### src/rtl/game_tick_ctrl.sv
// Game control stage: press-edge detection, switch synchronisation,
// IDLE/RUN/PAUSE state machine and a speed-scaled game tick.
module game_tick_ctrl #(
  parameter int unsigned BASE_DIV = 4_000_000,
  parameter int unsigned CNT_W    = 32
) (
  input  logic        clk,
  input  logic        rst,
  input  logic [2:0]  enter_in,
  input  logic [2:0]  speed_in,
  input  logic        stop_in,
  output logic [2:0]  press_out,
  output logic        tick_out,
  output logic [15:0] tick_count,
  output logic [1:0]  state_out
);

  typedef enum logic [1:0] {
    IDLE  = 2'b00,
    RUN   = 2'b01,
    PAUSE = 2'b10
  } state_t;

  localparam logic [CNT_W-1:0] BASE      = CNT_W'(BASE_DIV);
  localparam logic [CNT_W-1:0] RESET_CNT = CNT_W'(BASE_DIV - 1);

  state_t           state;
  logic [2:0]       speed_meta;
  logic [2:0]       speed_s;
  logic             stop_meta;
  logic             stop_s;
  logic [2:0]       enter_prev;
  logic [2:0]       press_edge;
  logic [CNT_W-1:0] cnt;
  logic [CNT_W-1:0] reload_val;

  // Speed and stop are raw switches; two flops each before any use.
  always_ff @(posedge clk or posedge rst) begin
    if (rst) begin
      speed_meta <= 3'b000;
      speed_s    <= 3'b000;
      stop_meta  <= 1'b0;
      stop_s     <= 1'b0;
    end else begin
      speed_meta <= speed_in;
      speed_s    <= speed_meta;
      stop_meta  <= stop_in;
      stop_s     <= stop_meta;
    end
  end

  // Resetting to all-ones hides buttons that were held through reset.
  always_ff @(posedge clk or posedge rst) begin
    if (rst) begin
      enter_prev <= 3'b111;
    end else begin
      enter_prev <= enter_in;
    end
  end

  assign press_edge = enter_in & ~enter_prev;
  assign reload_val = (BASE >> speed_s) - CNT_W'(1);

  always_ff @(posedge clk or posedge rst) begin
    if (rst) begin
      state      <= IDLE;
      cnt        <= RESET_CNT;
      press_out  <= 3'b000;
      tick_out   <= 1'b0;
      tick_count <= 16'd0;
    end else begin
      press_out <= 3'b000;
      tick_out  <= 1'b0;
      case (state)
        IDLE: begin
          cnt <= reload_val;
          // The starting press is consumed here, never forwarded.
          if ((|press_edge) && !stop_s) begin
            state <= RUN;
          end
        end
        RUN: begin
          press_out <= press_edge;
          if (cnt == '0) begin
            tick_out   <= 1'b1;
            tick_count <= tick_count + 16'd1;
            cnt        <= reload_val;
          end else begin
            cnt <= cnt - CNT_W'(1);
          end
          if (stop_s) begin
            state <= PAUSE;
          end
        end
        PAUSE: begin
          if (!stop_s) begin
            state <= RUN;
          end
        end
        default: begin
          state <= IDLE;
          cnt   <= reload_val;
        end
      endcase
    end
  end

  assign state_out = state;

endmodule

### config.mk
export PLATFORM = sky130hd
export DESIGN_NAME = game_tick_ctrl
export DESIGN_NICKNAME = d
export VERILOG_FILES = /design/src/rtl/game_tick_ctrl.sv
export SDC_FILE = /design/constraint.sdc
export NUM_CORES = 1
export LEC_CHECK = 0
export ABC_CLOCK_PERIOD_IN_PS = 3350
export CAP_MARGIN = 10
export CORE_MARGIN = 2
export CORE_UTILIZATION = 56
export DETAILED_ROUTE_END_ITERATION = 7
export HOLD_SLACK_MARGIN = 0.08
export PLACE_DENSITY = 0.87
export RECOVER_POWER = 100
export SYNTH_ARGS = -nofsm -noshare
export SYNTH_HDL_FRONTEND = slang
export SYNTH_SLANG_ARGS = --single-unit
### constraint.sdc
create_clock -name clk -period 3.35 [get_ports clk]
set_input_delay 0.67 -clock clk [delete_from_list [all_inputs] [get_ports clk]]
set_output_delay 0.67 -clock clk [all_outputs]
set_load 0.01 [all_outputs]
# Word-level counts from Yosys, hierarchy flattened
# Cells that the tools add are included.
# W data, S select, Z words.
# totals
regBits	65
input_bits	9
out_inout_bits	22
elab_cells	37
# op_classes
n_reduce_logical	7
shifts	1
n_eq_ne	5
add_sub_neg	3
bitwise_logic	2
mux	9
# ops
cell	n
$pmux W32 S2	1
$sub A32 B1 Y32 const B	2
$logic_not A32 Y1	1
$mux W32	1
$shr A22 B3 Y32 const A	1
$add A16 B1 Y16 const B	1
$mux W2	3
$ne A2 B2 Y1 const B	3
$pmux W2 S3	1
$and A3 B3 Y3	1
$mux W3	1
$not A3 Y3	1
$reduce_and A3 Y1	1
$reduce_or A3 Y1	1
$eq A2 B1 Y1 const B	1
$eq A2 B2 Y1 const B	1
$logic_not A2 Y1	1
$mux W1	2
$reduce_and A2 Y1	1
$logic_and A1 B1 Y1	1
$logic_not A1 Y1	1

# Logic depth before layout (Yosys ltp)
# logic_depth
depth_word	6
mapped_depth	9
mapped_depth_nobuf	8

# Worst setup path after synthesis
# No wires, ideal clock.
# synth_timing
kind	flip-flop to flip-flop
start	reg cnt[12]
end	reg tick_count[13]
required_ps	3275
setup_slack_ps	994
setup_ps	75
path_buffers	1
synth_period_minus_slack_ps	2356
arrival_time_ps	2280
path_stages_with_launch	8
cell_sequence	dfrtp_1 > or4_4 > nand2b_4 > buf_6 > nor4_4 > and3_4 > and4_4 > xor2_2
# synth_between
elab_chain_len	2
# synth_lines
element	line_no	text
start, declared	34	logic [CNT_W-1:0] cnt;
start signal, assigned	76	cnt <= reload_val;
start signal, assigned	87	cnt <= reload_val;
start signal, assigned	89	cnt <= cnt - CNT_W'(1);
$logic_not A32 Y1	84	if (cnt == '0) begin
$reduce_and A2 Y1 (no line)	n/a	
end signal, assigned	86	tick_count <= tick_count + 16'd1;
end, declared	14	output logic [15:0] tick_count,
# No other way between the ends.
# A chain may end at the register's enable or synchronous reset.

# Final worst setup path
# layout_timing
start	reg cnt[8]
end	reg cnt[27]
# layout_between
elab_chain_len	3
word_cells_on_any_way	4
cone_classes	add/sub: 1; mux: 2; reduce/logical: 1
# layout_lines
element	line_no	text
$sub A32 B1 Y32 or $logic_not A32 Y1 (tied branches)	89, 84	
$mux W32 (*)	84	
$pmux W32 S2 (*)	74	case (state)
# Mark *: on every way between the ends. The rest lies on a longest branch, timed or not.

==> metrics.csv <==
stage,metric,value,unit
sta,Worst Max-Slew Pin Slew,1.04,ns
setup_path,crit path DAT,3.03,ns
cts,Num CTS Buffers,9,
die,Die Span Y,86.9,µm
final_layout,antenna cells,0,
synthesis,YS warnings,0,
final_layout,share of cells above drive strength 1,11.7,%
setup_path,worst setup path class,reg2reg,
synthesis,Yosys top cell area share,31.2,%
sta,fmax,354,MHz
power_and_ir_drop,power per standard cell area,468,nW/µm²
place,Placer Congestion,0.933,
die,row cnt,30,
setup_path,RR Startpoint,cnt[8],
sta,Rel. slew slack,30.5,%
grt,antenna violations before repair,0,
min_path,startpoint of the worst hold path,speed_meta[2],
cts,Resize count post-CTS,0,
sta,hold slack final,0.347,ns
synthesis,"count leader, synth",dfrtp_1,
sta,unrepaired setup endpoints after global routing,false,
setup_path,CP Capture Type,register,
cts,CTS tree,built,
place,number of port buffers,30,
sta,"Slew Viols, Final",0,
grt,first-pass GRT wire length,15.7,mm
synthesis,ys flop type,dfrtp_1,
die,core area,6720,µm²
power_and_ir_drop,Pwr Total,2.07,mW
cts,clock root buffer,clkbuf_8,
die,Die W,86.9,µm
place,placed cell areas,4270,µm²
cts,"Hold-fix buffers, CTS",0,
setup_path,Worst Setup SP,cnt[8],
synthesis,Synth Register Bits,65,
die,die area,7550,µm²
route,antenna violation net count after detailed routing,0,
route,1st-iter DRT viols,308,
synthesis,Post-synth top cells,"48 x dfrtp_1, 46 x o21ai_0, 34 x nor2_1, 32 x nand2_1, 28 x a21oi_1",
synthesis,sequential share of the synthesized area,42.8,%
cts,clk slew on worst S/H paths,0.08,ns
grt,GRT Resource Usage Total,26.5,%
synthesis,number of enable flip-flop cells after synthesis,0,
cts,H-Tree Depth,3,
outcome,status,completed,
setup_path,crit path max fanout,14,
die,Top Ports,31,
synthesis,Synth area leader,dfrtp_1,
setup_path,CP startpoint kind,register,
synthesis,Synth cell types,64,
cts,CTS sink cnt,65,
min_path,Min-Delay Path Class,reg2reg,
sta,Setup TNS,0,ns
power_and_ir_drop,Max VDD drop,0.376,mV
grt,number of global-route vias before repair,3174,
synthesis,Async SR Flop Fraction,100,%
power_and_ir_drop,Pleak,1.84,nW
place,Post-DP HPWL,6.49,mm
cts,Worst-Skew Late Latency,0.35,ns
sta,minimum clock period,2.82,ns
grt,largest net degree at the start of global routing,31,
final_layout,filler cell count,533,
synthesis,post-synth net total,446,
sta,Worst Skew,0.00564,ns
route,Via density,6.36,
final_layout,P&R area growth vs syn,15.1,%
final_layout,Final Net Count,478,
cts,post-CTS repair timing setup buffer count,0,
route,Vias,3456,
sta,Fin. Hold Viols,0,
route,First-pass DRT Iterations,5,
route,residual DRC count,0,
cts,CTS max path bufs,2,
die,Initial Utilization,57.3,%
synthesis,Post-Synthesis Cells,426,
synthesis,Syn Area/Cell,9.03,µm²
setup_path,critical path data required time,3.56,ns
route,final wirelength,9.41,mm
route,drt wl/cell,17.3,µm
sta,Setup-failing EPs final,0,
synthesis,Synth area leaders,"dfrtp_1 31%, dfstp_2 12%, o21ai_0 6.0%",
final_layout,post-route cell area,4430,µm²
sta,period utilisation layout,84.3,%
synthesis,synthesized cell area,3850,µm²
flow_run,Max-Cap Viols,0,
grt,grt total ovfl,0,
layout by cell type, fill, tap and decap left out, types with 7 or more instances in the layout:
cell / count
nor2_1: 34
xnor2_1: 16
dfrtp_1: 48
nor4_1: 14
buf_4: 10
clkbuf_1: 7
a21oi_1: 28
nand2_1: 33
xor2_1: 9
nand3_1: 15
inv_1: 12
a31oi_1: 8
dfstp_2: 17
ha_1: 11
clkbuf_8: 10
o21ai_0: 46
nor3_1: 18
dlygate4sd3_1: 30
registers in the layout, summed over array words and instances (netlist names):
name	flops
state_out	2
press_out	3
speed_s	3
stop_meta	1
speed_meta	3
cnt	32
tick_out	1
tick_count	16
enter_prev	3
stop_s	1
kinds of logic (layout without fill, tap and decap cells):
kind of cell	Yosys count	after routing	synth area share, %
muxes	5	5	1.33
and+or+nand+nor	160	160	22.9
adders and majority gates	11	11	3.58
buffers and inverters	40	77	4.13
DFF	65	65	42.8
xor gates and xnor gates	26	26	6.11
AOI/OAI and AO/OA	119	119	19.2
per-stage QoR:
step                setup WS (ns)  instances  util [%]
finish                      0.526        543      65.9
global route                0.306        543      65.9
CTS                         0.832        543      66.6
detailed placement          0.839        527      63.6
global placement            0.859        527      63.6
floorplan                   0.994        426         -
critical path: stages, from the launching register on:
cell and delay (ns):
dfrtp_1 0.46, nor4_1 0.43, clkbuf_1 0.23, nand4_1 0.28, o31ai_4 0.39, clkbuf_1 0.50, o21ai_0 0.17, nand2_1 0.10
o21ai_0 0.12
layout make-up:
class / count / area, µm² / area share (%)
Multi-Input combinational cell: 321 / 2020 / 45.6
Clock inverter: 6 / 67.6 / 1.53
Sequential cell: 65 / 1650 / 37.2
Tap cell: 80 / 100 / 2.26
Timing Repair Buffer: 47 / 402 / 9.07
Clock buffer: 10 / 138 / 3.11
Inverter: 14 / 52.6 / 1.19
final timing paths:
check / depth (start not counted) / slack, ns / to
min in group asynchronous: 2 / 1.01 / tick_count[4]
max in group asynchronous: 3 / 0.90 / cnt[23]
worst max-delay path: 8 / 0.53 / cnt[27]
worst min-delay path: 0 / 0.35 / speed_s[2]
worst min register to register: 0 / 0.35 / speed_s[2]
worst max register to register: 8 / 0.53 / cnt[27]
where the power goes:
| part | internal [mW] | total, mW | switching (mW) |
|---|---|---|---|
| Combinational | 0.156 | 0.402 | 0.246 |
| Clock | 0.365 | 0.685 | 0.320 |
| Sequential | 0.889 | 0.984 | 0.0946 |
| Total | 1.41 | 2.07 | 0.661 |
layer usage:
metal	routed length, µm	vias up	GRT usage (%)	share of wire [%]
met5	0	-	0	0
met4	126	0	8.10	1.3
met3	549	14	6.07	5.8
met2	4500	137	40.9	48
met1	4240	1682	37.5	45
li1	-	1623	-	-
Note: power is estimated with default switching activity, not from simulation.
